$ cat config.mk
export PLATFORM = sky130hd
export DESIGN_NAME = fetch_bundle_packer
export DESIGN_NICKNAME = d
export VERILOG_FILES = /design/src/rtl/fetch_bundle_packer_pkg.sv /design/src/rtl/fetch_bundle_packer_bundle_fifo.sv /design/src/rtl/fetch_bundle_packer.sv
export SDC_FILE = /design/constraint.sdc
export NUM_CORES = 1
export LEC_CHECK = 0
export CORE_MARGIN = 2
export CORE_UTILIZATION = 60
export DETAILED_ROUTE_END_ITERATION = 12
export GPL_ROUTABILITY_DRIVEN = 0
export GPL_TIMING_DRIVEN = 0
export PLACE_DENSITY = 0.85
export SLEW_MARGIN = 20
export SYNTH_ARGS = -nofsm -noshare
export SYNTH_HDL_FRONTEND = slang
export SYNTH_SLANG_ARGS = --single-unit
$ cat constraint.sdc
create_clock -name clk -period 3.9 [get_ports clk]
set_input_delay 0.585 -clock clk [delete_from_list [all_inputs] [get_ports clk]]
set_output_delay 0.585 -clock clk [all_outputs]
set_load 0.02 [all_outputs]
$ cat src/rtl/fetch_bundle_packer_pkg.sv
// Shared fetch constants: instruction width, issue width, NOP encoding and pad word.
// Build option: define PACKER_NOP_PAD_EN to pad short bundles with NOP (addi x0,x0,0)
// instead of all-zero words.
package fetch_bundle_packer_pkg;

  localparam int unsigned INSN_LEN    = 32;
  localparam int unsigned ISSUE_WIDTH = 4;
  localparam int unsigned CNT_W       = 3;

  localparam logic [INSN_LEN-1:0] NOP_INSN = 32'h0000_0013;

`ifdef PACKER_NOP_PAD_EN
  localparam logic [INSN_LEN-1:0] PAD_INSN = NOP_INSN;
`else
  localparam logic [INSN_LEN-1:0] PAD_INSN = '0;
`endif

endpackage

$ cat src/rtl/fetch_bundle_packer_bundle_fifo.sv
// bundle_fifo: synchronous FIFO of DEPTH entries holding packed fetch bundles.
// Ports:
//   clk, rst_n        clock, asynchronous active-low reset
//   i_push, i_wdata   write request and entry (ignored when full or flushing)
//   i_pop             read request (ignored when empty or flushing)
//   i_flush           synchronous clear of both pointers, wins over push/pop
//   o_rdata           head entry (combinational read of the head slot)
//   o_full, o_empty   occupancy flags
//   o_level           entries held, 0..DEPTH
module bundle_fifo #(
  parameter int unsigned DEPTH = 4,
  parameter int unsigned WIDTH = 131
) (
  input  logic                     clk,
  input  logic                     rst_n,
  input  logic                     i_push,
  input  logic                     i_pop,
  input  logic                     i_flush,
  input  logic [WIDTH-1:0]         i_wdata,
  output logic [WIDTH-1:0]         o_rdata,
  output logic                     o_full,
  output logic                     o_empty,
  output logic [$clog2(DEPTH):0]   o_level
);

  localparam int unsigned AW = $clog2(DEPTH);

  logic [WIDTH-1:0] r_mem [DEPTH];
  logic [AW:0]      r_wr_ptr;
  logic [AW:0]      r_rd_ptr;
  logic             w_push;
  logic             w_pop;

  // Extra MSB tells full (MSBs differ) from empty (pointers equal).
  assign o_empty = (r_wr_ptr == r_rd_ptr);
  assign o_full  = (r_wr_ptr[AW] != r_rd_ptr[AW]) &&
                   (r_wr_ptr[AW-1:0] == r_rd_ptr[AW-1:0]);
  assign o_level = r_wr_ptr - r_rd_ptr;
  assign o_rdata = r_mem[r_rd_ptr[AW-1:0]];

  assign w_push = i_push && !o_full && !i_flush;
  assign w_pop  = i_pop && !o_empty && !i_flush;

  // Storage is reset so the head reads as zero out of reset.
  always_ff @(posedge clk or negedge rst_n) begin
    if (!rst_n) begin
      for (int i = 0; i < int'(DEPTH); i++) r_mem[i] <= '0;
    end else if (w_push) begin
      r_mem[r_wr_ptr[AW-1:0]] <= i_wdata;
    end
  end

  // Pointer update; flush has priority over any push or pop.
  always_ff @(posedge clk or negedge rst_n) begin
    if (!rst_n) begin
      r_wr_ptr <= '0;
      r_rd_ptr <= '0;
    end else if (i_flush) begin
      r_wr_ptr <= '0;
      r_rd_ptr <= '0;
    end else begin
      if (w_push) r_wr_ptr <= r_wr_ptr + (AW+1)'(1);
      if (w_pop)  r_rd_ptr <= r_rd_ptr + (AW+1)'(1);
    end
  end

endmodule

$ cat src/rtl/fetch_bundle_packer.sv
// fetch_bundle_packer: packs 32-bit instruction words into 4-wide fetch bundles,
// buffers them in bundle_fifo and offers them to the pipeline under valid/ready.
// Build option: PACKER_NOP_PAD_EN selects NOP padding of short bundles (else zero).
// Ports:
//   clk, reset                      clock, asynchronous active-low reset
//   in_valid/in_ready/in_insn       word input handshake
//   in_last                         closes the current bundle early
//   flush                           synchronous discard of all buffered state
//   out_valid/out_ready/out_idata   bundle output handshake, slot 0 in LSBs
//   out_count                       real instructions in the head bundle
//   level                           FIFO occupancy in bundles
module fetch_bundle_packer #(
  parameter int unsigned DEPTH    = 4,
  parameter int unsigned INSN_LEN = fetch_bundle_packer_pkg::INSN_LEN
) (
  input  logic                     clk,
  input  logic                     reset,
  input  logic                     in_valid,
  output logic                     in_ready,
  input  logic [INSN_LEN-1:0]      in_insn,
  input  logic                     in_last,
  input  logic                     flush,
  output logic                     out_valid,
  input  logic                     out_ready,
  output logic [4*INSN_LEN-1:0]    out_idata,
  output logic [2:0]               out_count,
  output logic [$clog2(DEPTH):0]   level
);

  import fetch_bundle_packer_pkg::*;

  localparam int unsigned BUNDLE_W = ISSUE_WIDTH * INSN_LEN;
  localparam int unsigned ENTRY_W  = BUNDLE_W + CNT_W;

  typedef struct packed {
    logic [CNT_W-1:0]    count;
    logic [BUNDLE_W-1:0] idata;
  } bundle_t;

  logic [INSN_LEN-1:0] r_slot [ISSUE_WIDTH];
  logic [1:0]          r_fill;

  logic    w_full;
  logic    w_empty;
  logic    w_accept;
  logic    w_complete;
  logic    w_pop;
  bundle_t w_push_data;
  bundle_t w_head;

  // A pop in the same cycle never frees room for a push.
  assign in_ready   = !w_full && !flush;
  assign w_accept   = in_valid && in_ready;
  assign w_complete = w_accept && ((r_fill == 2'd3) || in_last);
  assign w_pop      = out_valid && out_ready;

  // Bundle image: held slots, then the incoming word, then pad.
  always_comb begin
    w_push_data       = '0;
    w_push_data.count = CNT_W'(r_fill) + CNT_W'(1);
    for (int i = 0; i < int'(ISSUE_WIDTH); i++) begin
      if (2'(i) < r_fill) begin
        w_push_data.idata[i*INSN_LEN +: INSN_LEN] = r_slot[i];
      end else if (2'(i) == r_fill) begin
        w_push_data.idata[i*INSN_LEN +: INSN_LEN] = in_insn;
      end else begin
        w_push_data.idata[i*INSN_LEN +: INSN_LEN] = INSN_LEN'(PAD_INSN);
      end
    end
  end

  // Pack register: store each accepted word, wrap fill on completion.
  always_ff @(posedge clk or negedge reset) begin
    if (!reset) begin
      r_fill <= 2'd0;
      for (int i = 0; i < int'(ISSUE_WIDTH); i++) r_slot[i] <= '0;
    end else if (flush) begin
      r_fill <= 2'd0;
    end else if (w_accept) begin
      r_slot[r_fill] <= in_insn;
      r_fill         <= w_complete ? 2'd0 : r_fill + 2'd1;
    end
  end

  bundle_fifo #(
    .DEPTH (DEPTH),
    .WIDTH (ENTRY_W)
  ) u_bundle_fifo (
    .clk     (clk),
    .rst_n   (reset),
    .i_push  (w_complete),
    .i_pop   (w_pop),
    .i_flush (flush),
    .i_wdata (w_push_data),
    .o_rdata (w_head),
    .o_full  (w_full),
    .o_empty (w_empty),
    .o_level (level)
  );

  assign out_valid = !w_empty;
  assign out_idata = w_head.idata;
  assign out_count = w_head.count;

endmodule

After elaboration in Yosys (flattened, before gate mapping)
Index checks and enable logic that the tools add are counted.
{"block": "totals", "ff_bits": 660, "romBits": 0, "latchBits": 0, "output_inout_bits": 136, "n_memories": 0, "ram_bits": 0}
{"block": "op_classes", "n_lt_le_gt_ge": 9, "multipliers": 0, "n_shift": 0, "mux": 24, "bitwise": 4, "div": 0, "reduce_logical": 20, "eq_ne": 7, "add_sub_neg": 5}
{"op": "bitwise mux 524 bit", "n": 1}
{"op": "two-way mux 131 bit", "n": 3}
{"op": "two-way mux 32 bit", "n": 9}
{"op": "binary-select mux 131 bit (select 2 bit)", "n": 1}
{"op": "demux 131 bit (select 2 bit)", "n": 1}
{"op": "bitwise mux 128 bit", "n": 1}
{"op": "demux 32 bit (select 2 bit)", "n": 1}
{"op": "two-way mux 3 bit", "n": 4}
{"op": "logical AND 1 bit", "n": 11}
{"op": "greater-or-equal comparator 3 bit, second input constant", "n": 3}
{"op": "inverter 2 -> 3 bit", "n": 3}
{"op": "adder 3 x 1 -> 3 bit, second input constant", "n": 2}
{"op": "less-than comparator 3 x 1 -> 1 bit, second input constant", "n": 2}
{"op": "two-way mux 2 bit", "n": 3}
{"op": "nonzero test 2 bit", "n": 3}
{"op": "== test 2 bit, first input constant", "n": 2}
{"op": "less-than comparator 1 x 2 -> 1 bit, first input constant", "n": 2}
{"op": "less-than comparator 2 bit, first input constant", "n": 2}
{"op": "adder 2 x 1 -> 3 bit, second input constant", "n": 1}
{"op": "== test 3 bit", "n": 1}
{"op": "logical NOT 1 bit", "n": 3}
{"op": "subtractor 3 bit", "n": 1}
{"op": "adder 2 x 1 -> 2 bit, second input constant", "n": 1}
{"op": "== test 1 x 2 -> 1 bit, first input constant", "n": 1}
{"op": "other kinds (7)", "n": 7}

Longest topological paths before layout
Gate-level depths: netlist of run 1.
{"block": "depth", "ltp_word": 10, "ltp_mapped": 10, "ltp_nobuf": 5}

Hierarchy
A second synthesis of run 1 with hierarchy kept.
{"block": "hier_totals", "hier_cells": 1835, "area_unflattened_um2": 29529.6}
{"mod": "bundle_fifo", "instances": 1, "cells_each": 1323, "area_each_um2": 23779.1}
{"mod": "fetch_bundle_packer", "instances": 1, "cells_each": 512, "area_each_um2": 5750.5}

Worst setup path before layout of run 1
OpenSTA, ideal clock, no wires.
{"block": "synth_path", "path_type": "register to register", "from": "register u_bundle_fifo.r_rd_ptr[1]", "to": "register r_slot[65] in the netlist's numbering", "stages_incl_launch_ff": 11, "path_slack_ps": 956, "arrival_time_ps": 2819, "n_path_buf": 5, "setup_ps": 125, "path_cell_list": "dfrtp_1 -> clkbuf_1 -> clkbuf_1 -> clkbuf_1 -> inv_1 -> ha_1 -> nand2_1 -> clkbuf_1 -> o211ai_1 -> buf_2 -> mux2_2"}
{"block": "synth_via", "elab_chain_len": 6}
{"element": "start: declaration", "line": "fetch_bundle_packer_bundle_fifo.sv:30", "rtl": "logic [AW:0] r_rd_ptr;"}
{"element": "start signal: assignment", "line": "fetch_bundle_packer_bundle_fifo.sv:63", "rtl": "if (w_pop) r_rd_ptr <= r_rd_ptr + (AW+1)'(1);"}
{"element": "== test 2 bit", "line": "fetch_bundle_packer_bundle_fifo.sv:37", "rtl": "(r_wr_ptr[AW-1:0] == r_rd_ptr[AW-1:0]);"}
{"element": "logical AND 1 bit", "line": "fetch_bundle_packer_bundle_fifo.sv:36", "rtl": "assign o_full = (r_wr_ptr[AW] != r_rd_ptr[AW]) &&"}
{"element": "logical NOT 1 bit", "line": "fetch_bundle_packer.sv:52", "rtl": "assign in_ready = !w_full && !flush;"}
{"element": "logical AND 1 bit", "line": "fetch_bundle_packer.sv:52"}
{"element": "logical AND 1 bit", "line": "fetch_bundle_packer.sv:53", "rtl": "assign w_accept = in_valid && in_ready;"}
{"element": "AND reduction 2 bit (no line)"}
{"element": "end signal: indexed assignment", "line": "fetch_bundle_packer.sv:80", "rtl": "r_slot[r_fill] <= in_insn;"}
{"element": "end: declaration", "line": "fetch_bundle_packer.sv:40", "rtl": "logic [INSN_LEN-1:0] r_slot [ISSUE_WIDTH];"}
No other way between the ends.
A chain may end at the register's enable or synchronous reset.

Final worst setup path of run 1
{"block": "layout_path", "from": "register u_bundle_fifo.r_rd_ptr[0]", "to": "output out_idata[22]"}
{"block": "layout_via", "elab_chain_len": 4}
{"element": "inverter 2 -> 3 bit (implied by the code)", "line": "fetch_bundle_packer_bundle_fifo.sv:39", "rtl": "assign o_rdata = r_mem[r_rd_ptr[AW-1:0]];"}
{"element": "binary-select mux 131 bit (select 2 bit)", "line": "fetch_bundle_packer_bundle_fifo.sv:39"}
{"element": "two-way mux 131 bit (implied by the code) (2 in series)", "line": "fetch_bundle_packer_bundle_fifo.sv:39"}
{"element": "end: declaration", "line": "fetch_bundle_packer.sv:25", "rtl": "output logic [4*INSN_LEN-1:0] out_idata,"}
No other way between the ends. The select of a mux whose other input is x is not followed.

==> results of run 1 <==
per-layer routing:
metal | vias up | GRT usage (%) | routed length [um]
met1 | 9018 | 40.9 | 30300
met5 | - | 0 | 24
li1 | 7049 | - | -
met2 | 630 | 45.6 | 34400
met4 | 4 | 13.0 | 3150
met3 | 161 | 8.02 | 5910
layout by cell type (no fill, tap or decap), types with 4 or more instances in the layout:
master             n
and4b_1            4
mux2_1            53
clkbuf_8          18
diode_2            7
buf_16             6
buf_6             45
dfrtp_1          627
mux2_2           238
mux2i_1            4
nand2_1           71
o2111a_1           4
a22o_1            32
clkbuf_16         73
clkbuf_1          51
clkinv_2           8
nor2_1             4
o21ai_0           37
nor2b_1            4
mux2_4           360
buf_2             30
a32o_1             4
buf_4              5
ha_1              11
bufinv_16          7
and2_1            33
inv_1              7
mux4_2           131
clkdlybuf4s50_1  171
path summary, 6_finish.rpt:
check / start / to / slack, ns / depth (start not counted)
min in group asynchronous: reset / u_bundle_fifo.r_mem[433]$_DFFE_PN0P_ / 0.49 / 2
min reg2reg: u_bundle_fifo.r_mem[103]$_DFFE_PN0P_ / u_bundle_fifo.r_mem[103]$_DFFE_PN0P_ / 0.48 / 1
max: u_bundle_fifo.r_rd_ptr[0]$_DFFE_PN0P_ / out_idata[22] / 0.15 / 5
max reg2reg: u_bundle_fifo.r_rd_ptr[1]$_DFFE_PN0P_ / r_slot[93]$_DFFE_PN0P_ / 0.50 / 9
max in group asynchronous: reset / u_bundle_fifo.r_mem[113]$_DFFE_PN0P_ / 1.63 / 5
min: u_bundle_fifo.r_mem[103]$_DFFE_PN0P_ / u_bundle_fifo.r_mem[103]$_DFFE_PN0P_ / 0.48 / 1
what timing repair did:
action / CTS / global route
hold buffers: 1 / 0
endpoints found under the setup margin: 697 / 46
resized for setup: 10 / 3
pin swaps: 0 / 0
endpoints found under the hold margin: 54 / 0
where the power goes:
| part | switching (uW) | internal [uW] |
|---|---|---|
| clock | 2600 | 4170 |
| sequential | 351 | 7160 |
| combinational | 1380 | 1460 |
| total | 4330 | 12800 |
final cells by class:
cell class | count | share of cell area (%)
sequential | 628 | 45.1
multi-input combinational | 1008 | 37.6
clock buffer | 101 | 6.04
timing repair buffer | 180 | 5.49
buffer | 126 | 2.54
tap | 664 | 2.39
clock inverter | 15 | 0.719
inverter | 8 | 0.0863
antenna | 7 | 0.0503
metrics by stage:
step	hold slack, ns	utilization, %	cells	setup WS (ns)
after floorplan	0.289	-	1771	0.956
after global placement	0.461	66.0	2608	-23.91
after detailed placement	0.469	66.4	2614	-0.594
after CTS	0.482	71.2	2730	-0.0223
after global routing	0.497	71.2	2731	0.0594
final	0.480	71.3	2737	0.152
registers in the layout, summed over array words and instances (netlist names):
signal,count
r_slot,96
u_bundle_fifo.r_rd_ptr,3
r_fill,2
u_bundle_fifo.r_wr_ptr,3
u_bundle_fifo.r_mem,524
Yosys cell counts:
cell | count | share of area [%]
dfrtp_1 | 628 | 53
mux2_4 | 360 | 18
mux2_2 | 238 | 9.0
mux4_2 | 131 | 9.9
nand2_1 | 71 | 0.90
mux2_1 | 53 | 2.0
buf_6 | 45 | 1.7
clkbuf_1 | 44 | 0.56
o21ai_0 | 37 | 0.62
buf_2 | 34 | 0.57
and2_1 | 33 | 0.70
a22o_1 | 32 | 0.94
ha_1 | 11 | 0.46
inv_1 | 7 | 0.089
a32o_1 | 4 | 0.13
and4b_1 | 4 | 0.13
mux2i_1 | 4 | 0.13
nor2_1 | 4 | 0.051
nor2b_1 | 4 | 0.084
o2111a_1 | 4 | 0.15
o211ai_1 | 3 | 0.076
a21oi_1 | 2 | 0.034
buf_1 | 2 | 0.025
nand3_1 | 2 | 0.034
o2111ai_1 | 2 | 0.059
a21boi_0 | 1 | 0.025
buf_4 | 1 | 0.025
clkbuf_2 | 1 | 0.017
clkinv_1 | 1 | 0.013
fa_1 | 1 | 0.067
o2111ai_2 | 1 | 0.051
o211a_1 | 1 | 0.034
o31ai_1 | 1 | 0.025
or2_2 | 1 | 0.021
xnor2_1 | 1 | 0.030
xnor2_2 | 1 | 0.055
xor2_1 | 1 | 0.030
cell families (layout without fill, tap and decap cells):
family,after synthesis,count (layout),share of synthesized area [%]
muxes,786,786,39.3
DFF,628,628,52.9
buffers and inverters,135,430,3.01
and+or+nand+nor,119,119,1.92
AOI/OAI and AO/OA,88,88,2.16
adders and majority gates,12,12,0.531
xor gates and xnor gates,3,3,0.114
other,0,7,0
==> run_results.csv, run 1 <==
group,metric,value,unit
worst_setup_path,cp_max_fo,10,
worst_setup_path,startpoint_type,"register",
worst_setup_path,cpPeakStageDelay,0.61,ns
routing,drt_iter0_drc,1522,
clocking,clock_sinks,628,
placed_design,place_area,0.0324,mm^2
floorplanning,start_util,60.8,%
clocking,clkSlewWorstSetupHoldPaths,0.06,ns
floorplanning,fp.dieH,226,um
layout,area_delta_synth_final,17.3,%
yosys,ys_seq_area_share,52.9,%
clocking,cts_buffer_depth,3,
clocking,clkLatencyLatePin,0.60,ns
layout,design_area,0.0348,mm^2
routing,ant_nets,0,
sta,rsz0062_at_grt,"false",
routing,drcViolationCount,0,
worst_setup_path,crit_family,"buffers and inverters",
layout,layout.area.seq,0.0157,mm^2
worst_setup_path,arrival,3.16,ns
yosys,syn_inst,1771,
clocking,cts_tree,"yes",
sta,layout_min_cycle_time,3.75,ns
yosys,syn-num-nets,1821,
power_and_ir_drop,irDropWorstVdd,0.000504,V
worst_setup_path,worstPathRequired,3.31,ns
power_and_ir_drop,pwr_density_cell,492,mW/mm^2
global_route,grt_pass1_wl,114000,um
worst_setup_path,worst-setup-path-type,"register to output port",
layout,nNetsFinal,2069,
sta,maxSlewHeadroom,42.7,%
status,status,"finished, final reports clean",
sta,worst_pin_slew,0.857,ns
placed_design,numPortBuffers,173,
layout,drive_above_1_share,45.0,%
floorplanning,rows,81,
yosys,synth_cell_types,37,
worst_setup_path,slowest_stage,"mux4_2",
yosys,synth_area,0.0297,mm^2
global_route,track_usage,29.9,%
layout,fillers,3001,
yosys,ys_warn_count,0,
job,max-cap-violations,0,
routing,wl_per_cell,27.0,um
clocking,h-tree-depth,3,
worst_setup_path,worstSetupEndpointType,"output port",
sta,fmax,267,MHz
global_route,overflow,0,
worst_setup_path,path_cells,"clkbuf_2 -> buf_4 -> buf_2 -> mux4_2 -> clkdlybuf4s50_1",
routing,num_vias,16862,
global_route,antenna_found_initial,9,
sta,fin_skew,0.0158,ns
sta,fin_crit_sh,96.1,%
floorplanning,core_area,0.0488,mm^2
yosys,avgSynthCellArea,16.8,um^2
sta,hold_violations,0,
floorplanning,design.die.area,0.0513,mm^2
floorplanning,die_w,226,um
worst_hold_path,hp-class,"register to register",
power_and_ir_drop,power_leakage,0.0158,uW
worst_setup_path,path_buf_inv,4,
routing,first_pass_iters,5,
routing,routed_via_density,6.16,
global_route,grt_max_degree,108,
sta,fin_tns_setup,0,ns
routing,wl,73800,um
layout,multiInputGateArea,0.0131,mm^2
yosys,ys_ff_latch,628,
placed_design,dp_hpwl,48200,um
global_route,first_global_vias,18308,
clocking,numCtsBuffers,67,
sta,finalSetupViolCount,0,
power_and_ir_drop,p_total,17100,uW
sta,slew_violations,0,
floorplanning,io_pins,174,
clocking,post-cts-setup-buffer-count,0,
clocking,cts_root_buffer,"clkbuf_16",
Note: power is estimated with default switching activity, not from simulation.
==> run 2, diff against run 1 <==
--- a/config.mk
+++ b/config.mk
@@ -10,7 +10,7 @@
 export DETAILED_ROUTE_END_ITERATION = 12
 export GPL_ROUTABILITY_DRIVEN = 0
 export GPL_TIMING_DRIVEN = 0
-export PLACE_DENSITY = 0.85
+export PLACE_DENSITY = 0.91
 export SLEW_MARGIN = 20
 export SYNTH_ARGS = -nofsm -noshare
 export SYNTH_HDL_FRONTEND = slang
==> constraint.sdc (replaced) <==
create_clock -name clk -period 3.9 [get_ports clk]
set_input_delay 0.39 -clock clk [delete_from_list [all_inputs] [get_ports clk]]
set_output_delay 0.39 -clock clk [all_outputs]
set_load 0.02 [all_outputs]
==> run_results.csv, run 2 (synthesis results as in run 1) <==
group,metric,value,unit
routing,drcViolationCount,0,
layout,fin_cells,2727,
worst_setup_path,worst-setup-path-type,"register to output port",
job,max-cap-violations,0,
global_route,grt_pass1_wl,115000,um
status,status,"finished, final reports clean",
clocking,cts_buffer_depth,3,
routing,first_pass_iters,6,
floorplanning,rows,81,
floorplanning,io_pins,174,
floorplanning,fp.dieH,226,um
layout,top_regs,"u_bundle_fifo.r_mem (524), r_slot (96)",
sta,finalWorstSetupSlack,0.0771,ns
layout,design_area,0.0344,mm^2
worst_setup_path,path_cells,"clkbuf_1 -> buf_4 -> buf_2 -> mux4_2 -> clkdlybuf4s50_1",
sta,fin_crit_sh,98.0,%
sta,fmax,262,MHz
floorplanning,design.die.area,0.0513,mm^2
clocking,cts_root_buffer,"clkbuf_16",
sta,rsz0062_at_grt,"false",
placed_design,placed_cells,2614,
sta,worst_pin_slew,0.899,ns
layout,final_common_cell,"dfrtp_1",
placed_design,numPortBuffers,173,
placed_design,dp_slack,-0.622,ns
placed_design,dp_hpwl,49100,um
layout,drive_above_1_share,44.4,%
worst_setup_path,cpPeakStageDelay,0.65,ns
placed_design,place_area,0.0324,mm^2
power_and_ir_drop,irDropWorstVdd,0.000427,V
sta,hold_violations,0,
clocking,numCtsBuffers,61,
clocking,h-tree-depth,2,
worst_setup_path,path_depth,5,
sta,maxSlewHeadroom,40.0,%
power_and_ir_drop,pwr_density_cell,474,mW/mm^2
worst_setup_path,path_buf_inv,4,
worst_setup_path,cp_max_fo,10,
worst_setup_path,worstPathRequired,3.51,ns
global_route,grt_max_degree,104,
floorplanning,die_w,226,um
worst_setup_path,startpoint_type,"register",
worst_setup_path,r2r_cells,9,
worst_setup_path,arrival,3.43,ns
worst_hold_path,hp-class,"primary input to asynchronous set/reset pin",
global_route,track_usage,30.1,%
clocking,clkLatencyLatePin,0.63,ns
global_route,overflow,0,
clocking,clkSlewWorstSetupHoldPaths,0.06,ns
routing,ant_nets,0,
sta,slew_violations,0,
power_and_ir_drop,power_leakage,0.0156,uW
sta,fin_skew,0.0113,ns
floorplanning,core_area,0.0488,mm^2
routing,routed_via_density,6.25,
layout,area_delta_synth_final,16.0,%
routing,wl_per_cell,27.4,um
layout,num_antenna_cells,0,
layout,largest_register_ffs,524,
floorplanning,start_util,60.8,%
clocking,cts_tree,"yes",
clocking,clock_sinks,628,
worst_setup_path,slowest_stage,"clkdlybuf4s50_1",
routing,wl,74600,um
layout,nNetsFinal,2063,
global_route,first_global_vias,18352,
worst_setup_path,worstSetupEndpointType,"output port",
layout,fin_util,70.5,%
sta,finalSetupViolCount,0,
layout,fillers,2951,
sta,layout_min_cycle_time,3.82,ns
clocking,post-cts-setup-buffer-count,0,
routing,drt_iter0_drc,1652,
worst_setup_path,crit_family,"buffers and inverters",
routing,num_vias,17040,
global_route,antenna_found_initial,6,
layout,largest_register,"u_bundle_fifo.r_mem",
layout,layout_common_cells,"627 x dfrtp_1, 360 x mux2_4, 238 x mux2_2, 172 x clkdlybuf4s50_1, 131 x mux4_2",
-- run 2: changes by cell type in the layout (fill, tap and decap cells not counted), moves of 3 or more --
cell / previous run / this run
clkbuf_16: 73 / 61
buf_4: 5 / 2
buf_2: 30 / 33
bufinv_16: 7 / 3
diode_2: 7 / 0
clkbuf_1: 51 / 60
-- run 2: path summary, 6_finish.rpt --
check	to	startpoint	slack, ns
min in group clk	u_bundle_fifo.r_rd_ptr[1]$_DFFE_PN0P_	out_ready	0.42
worst max register to register	r_slot[67]$_DFFE_PN0P_	u_bundle_fifo.r_rd_ptr[1]$_DFFE_PN0P_	0.31
worst min-delay path	u_bundle_fifo.r_mem[205]$_DFFE_PN0P_	reset	0.32
worst min register to register	u_bundle_fifo.r_mem[107]$_DFFE_PN0P_	u_bundle_fifo.r_mem[107]$_DFFE_PN0P_	0.49
worst max-delay path	out_count[1]	u_bundle_fifo.r_rd_ptr[0]$_DFFE_PN0P_	0.08
max in group asynchronous	u_bundle_fifo.r_mem[145]$_DFFE_PN0P_	reset	1.74
-- run 2: repair_timing --
item                       in CTS  in global routing
hold buffers                    1                  0
hold endpoints to repair       67                  0
setup endpoints to repair     696                  1
gates cloned                    0                  0
gates resized for setup         5                  1
-- run 2: where the power goes --
group / leakage (uW) / internal (uW) / switching [uW]
clock network: 0.000991 / 3420 / 2550
logic: 0.00617 / 1450 / 1380
registers: 0.00847 / 7150 / 357
-- run 2: through the flow --
step / TNS [ns] / hold slack (ns) / power (uW)
final: 0 / 0.324 / 16300
after floorplan: 0 / 0.0944 / 9260
after detailed placement: -176.45 / 0.382 / 10400
after CTS: 0 / 0.319 / 16400
after global placement: - / 0.461 / 10300
after global routing: 0 / 0.375 / 16900
-- run 2: worst register-to-register path: stages (launching register included) --
cell and delay (ns):
dfrtp_2 0.51, clkbuf_4 0.38, clkbuf_4 0.37, inv_1 0.12
ha_1 0.30, nand2_1 0.21, clkbuf_1 0.29, o211ai_1 0.54
buf_2 0.37, mux2_2 0.38
-- run 2: cell type report --
cell class | instances | area, um^2 | share of cell area, %
flip-flops and latches | 628 | 15700 | 45.6
multi-input cells | 1008 | 13100 | 38.0
repair buffers | 180 | 1910 | 5.55
clock buffers | 98 | 1850 | 5.36
plain buffers | 126 | 868 | 2.52
well taps | 664 | 831 | 2.41
clock inverters | 15 | 163 | 0.472
inverters | 8 | 30.0 | 0.0872
-- run 2: per-layer routing --
layer / track usage (%) / vias to the layer above / wire (um)
li1: - / 7011 / -
met1: 41.7 / 9146 / 30200
met2: 47.0 / 722 / 35700
met3: 7.39 / 155 / 6120
met4: 10.6 / 6 / 2540
met5: 0 / - / 45
==> run 3, diff against run 2 <==
--- a/config.mk
+++ b/config.mk
@@ -11,6 +11,7 @@
 export GPL_ROUTABILITY_DRIVEN = 0
 export GPL_TIMING_DRIVEN = 0
 export PLACE_DENSITY = 0.91
+export REMOVE_ABC_BUFFERS = 1
 export SLEW_MARGIN = 20
 export SYNTH_ARGS = -nofsm -noshare
 export SYNTH_HDL_FRONTEND = slang
==> run_results.csv, run 3 (synthesis results as in run 1) <==
group,metric,value,unit
worst_setup_path,r2r_cells,7,
power_and_ir_drop,p_clk_share,39.4,%
floorplanning,rows,81,
layout,largest_register,"u_bundle_fifo.r_mem",
power_and_ir_drop,power_frac_comb,16.3,%
routing,ant_nets,0,
worst_setup_path,worst-setup-path-type,"register to register",
global_route,overflow,0,
layout,nNetsFinal,1985,
power_and_ir_drop,p_switching,4260,uW
layout,area_delta_synth_final,17.5,%
worst_setup_path,arrival,4.14,ns
floorplanning,fp.dieH,226,um
worst_setup_path,cp_max_fo,36,
sta,fin_crit_sh,93.9,%
power_and_ir_drop,irDropWorstVdd,0.000383,V
sta,rsz0062_at_grt,"false",
sta,fmax,273,MHz
power_and_ir_drop,p_int,12700,uW
global_route,grt_max_degree,107,
worst_setup_path,r2r_start,"r_fill[1]$_DFFE_PN0P_",
power_and_ir_drop,power_leakage,0.0157,uW
placed_design,numPortBuffers,173,
sta,hold_violations,0,
clocking,post-cts-setup-buffer-count,0,
global_route,track_usage,27.3,%
clocking,cts_buffer_depth,3,
layout,top_regs,"u_bundle_fifo.r_mem (524), r_slot (96)",
clocking,cts_tree,"yes",
routing,drt_iter0_drc,1005,
sta,layout_min_cycle_time,3.66,ns
layout,drive_above_1_share,45.4,%
floorplanning,die_w,226,um
worst_setup_path,rrSetupSlack,0.24,ns
sta,finalSetupViolCount,0,
job,max-cap-violations,0,
sta,maxSlewHeadroom,31.0,%
layout,final_common_cell,"dfrtp_1",
clocking,clkSlewWorstSetupHoldPaths,0.06,ns
layout,largest_register_ffs,524,
power_and_ir_drop,p_seq_share,44.3,%
routing,num_vias,16444,
clocking,clock_sinks,628,
floorplanning,design.die.area,0.0513,mm^2
worst_setup_path,worstSetupEndpointType,"register",
sta,fin_skew,0.0184,ns
global_route,first_global_vias,18606,
placed_design,dp_hpwl,40900,um
floorplanning,core_area,0.0488,mm^2
clocking,h-tree-depth,3,
sta,finalWorstSetupSlack,0.236,ns
placed_design,dp_slack,0.102,ns
global_route,grt_pass1_wl,107000,um
clocking,cts_root_buffer,"clkbuf_16",
routing,routed_via_density,6.20,
status,status,"finished, final reports clean",
global_route,antenna_found_initial,1,
sta,worst_pin_slew,1.03,ns
worst_hold_path,hp-class,"primary input to asynchronous set/reset pin",
routing,wl_per_cell,25.5,um
clocking,clkLatencyLatePin,0.60,ns
power_and_ir_drop,p_sw_share,25.1,%
worst_setup_path,worstPathRequired,4.37,ns
routing,wl,67600,um
sta,slew_violations,0,
power_and_ir_drop,pwr_density_cell,487,mW/mm^2
routing,drcViolationCount,0,
worst_setup_path,timing.rr.end,"u_bundle_fifo.r_mem[149]$_DFFE_PN0P_",
clocking,numCtsBuffers,66,
worst_setup_path,startpoint_type,"register",
layout,layout_common_cells,"625 x dfrtp_1, 360 x mux2_4, 238 x mux2_2, 172 x clkdlybuf4s50_1, 131 x mux4_2",
routing,first_pass_iters,5,
sta,fin_tns_setup,0,ns
floorplanning,io_pins,174,
floorplanning,start_util,60.8,%
layout,num_antenna_cells,0,
## run 3: changes by cell type in the layout (fill, tap and decap cells not counted), sizes merged
| cell | change |
|---|---|
| buf | -39 |
| bufinv | +3 |
| inv | -1 |
| clkinvlp | +3 |
| clkbuf | -41 |
## run 3: worst max-delay path, stage by stage (launching register included)
cell and delay [ns]:
dfrtp_4 0.72, ha_4 0.63, or2_2 0.33, o2111a_4 0.54, buf_12 0.28, buf_16 0.28, buf_16 0.30, mux2_2 0.38
## run 3: power groups by stage
stage	combinational, uW	sequential [uW]	clock [uW]
2_1_floorplan	1690	7610	0
3_3_place_gp	2540	7790	0
3_5_place_dp	2770	7630	0
4_1_cts	2800	7530	6780
5_1_grt	2950	7600	7040
6_report	2770	7540	6690
## run 3: final cells by class
class	instances	area (um^2)
Sequential cell	628	15700
Fill cell	2924	14000
Multi-Input combinational cell	1008	13200
Timing Repair Buffer	223	2780
Clock buffer	101	2080
Tap cell	664	831
Clock inverter	20	264
Inverter	8	30.0
## run 3: how the worst max path moves through the flow
stage	cells after the start	end	slack, ns	startpoint
after floorplan	4	u_bundle_fifo.r_mem[131]$_DFFE_PN0P_	-7.20	u_bundle_fifo.r_rd_ptr[0]$_DFFE_PN0P_
after global placement	1	u_bundle_fifo.r_mem[370]$_DFFE_PN0P_	-23.26	reset
after detailed placement	8	u_bundle_fifo.r_mem[149]$_DFFE_PN0P_	0.10	u_bundle_fifo.r_rd_ptr[0]$_DFFE_PN0P_
after CTS	8	u_bundle_fifo.r_mem[149]$_DFFE_PN0P_	0.08	u_bundle_fifo.r_rd_ptr[0]$_DFFE_PN0P_
after global routing	7	u_bundle_fifo.r_mem[149]$_DFFE_PN0P_	0.14	r_fill[1]$_DFFE_PN0P_
final	7	u_bundle_fifo.r_mem[149]$_DFFE_PN0P_	0.24	r_fill[1]$_DFFE_PN0P_
## run 3: metrics by stage
step	util (%)	std cells	area, um^2	hold slack, ns	power (uW)
final	71.4	2652	34900	0.285	17000
after global routing	71.4	2652	34900	0.294	17600
after global placement	64.2	2481	31400	0.462	10300
after detailed placement	66.6	2530	32500	0.310	10400
after floorplan	-	1644	28800	0.0944	9300
after CTS	71.4	2652	34900	0.274	17100
## run 3: per-layer routing
metal | up-vias | global-route usage (%) | routed length (um)
li1 | 6869 | - | -
met2 | 498 | 44.2 | 33500
met3 | 149 | 5.52 | 3300
met1 | 8926 | 37.1 | 28800
met4 | 2 | 9.89 | 2010
met5 | - | 0 | 16
## run 3: repair_timing
action | CTS | global route
hold buffers | 1 | 0
resized for setup | 0 | 1
endpoints found under the setup margin | 0 | 34
hold endpoints to repair | 45 | 0
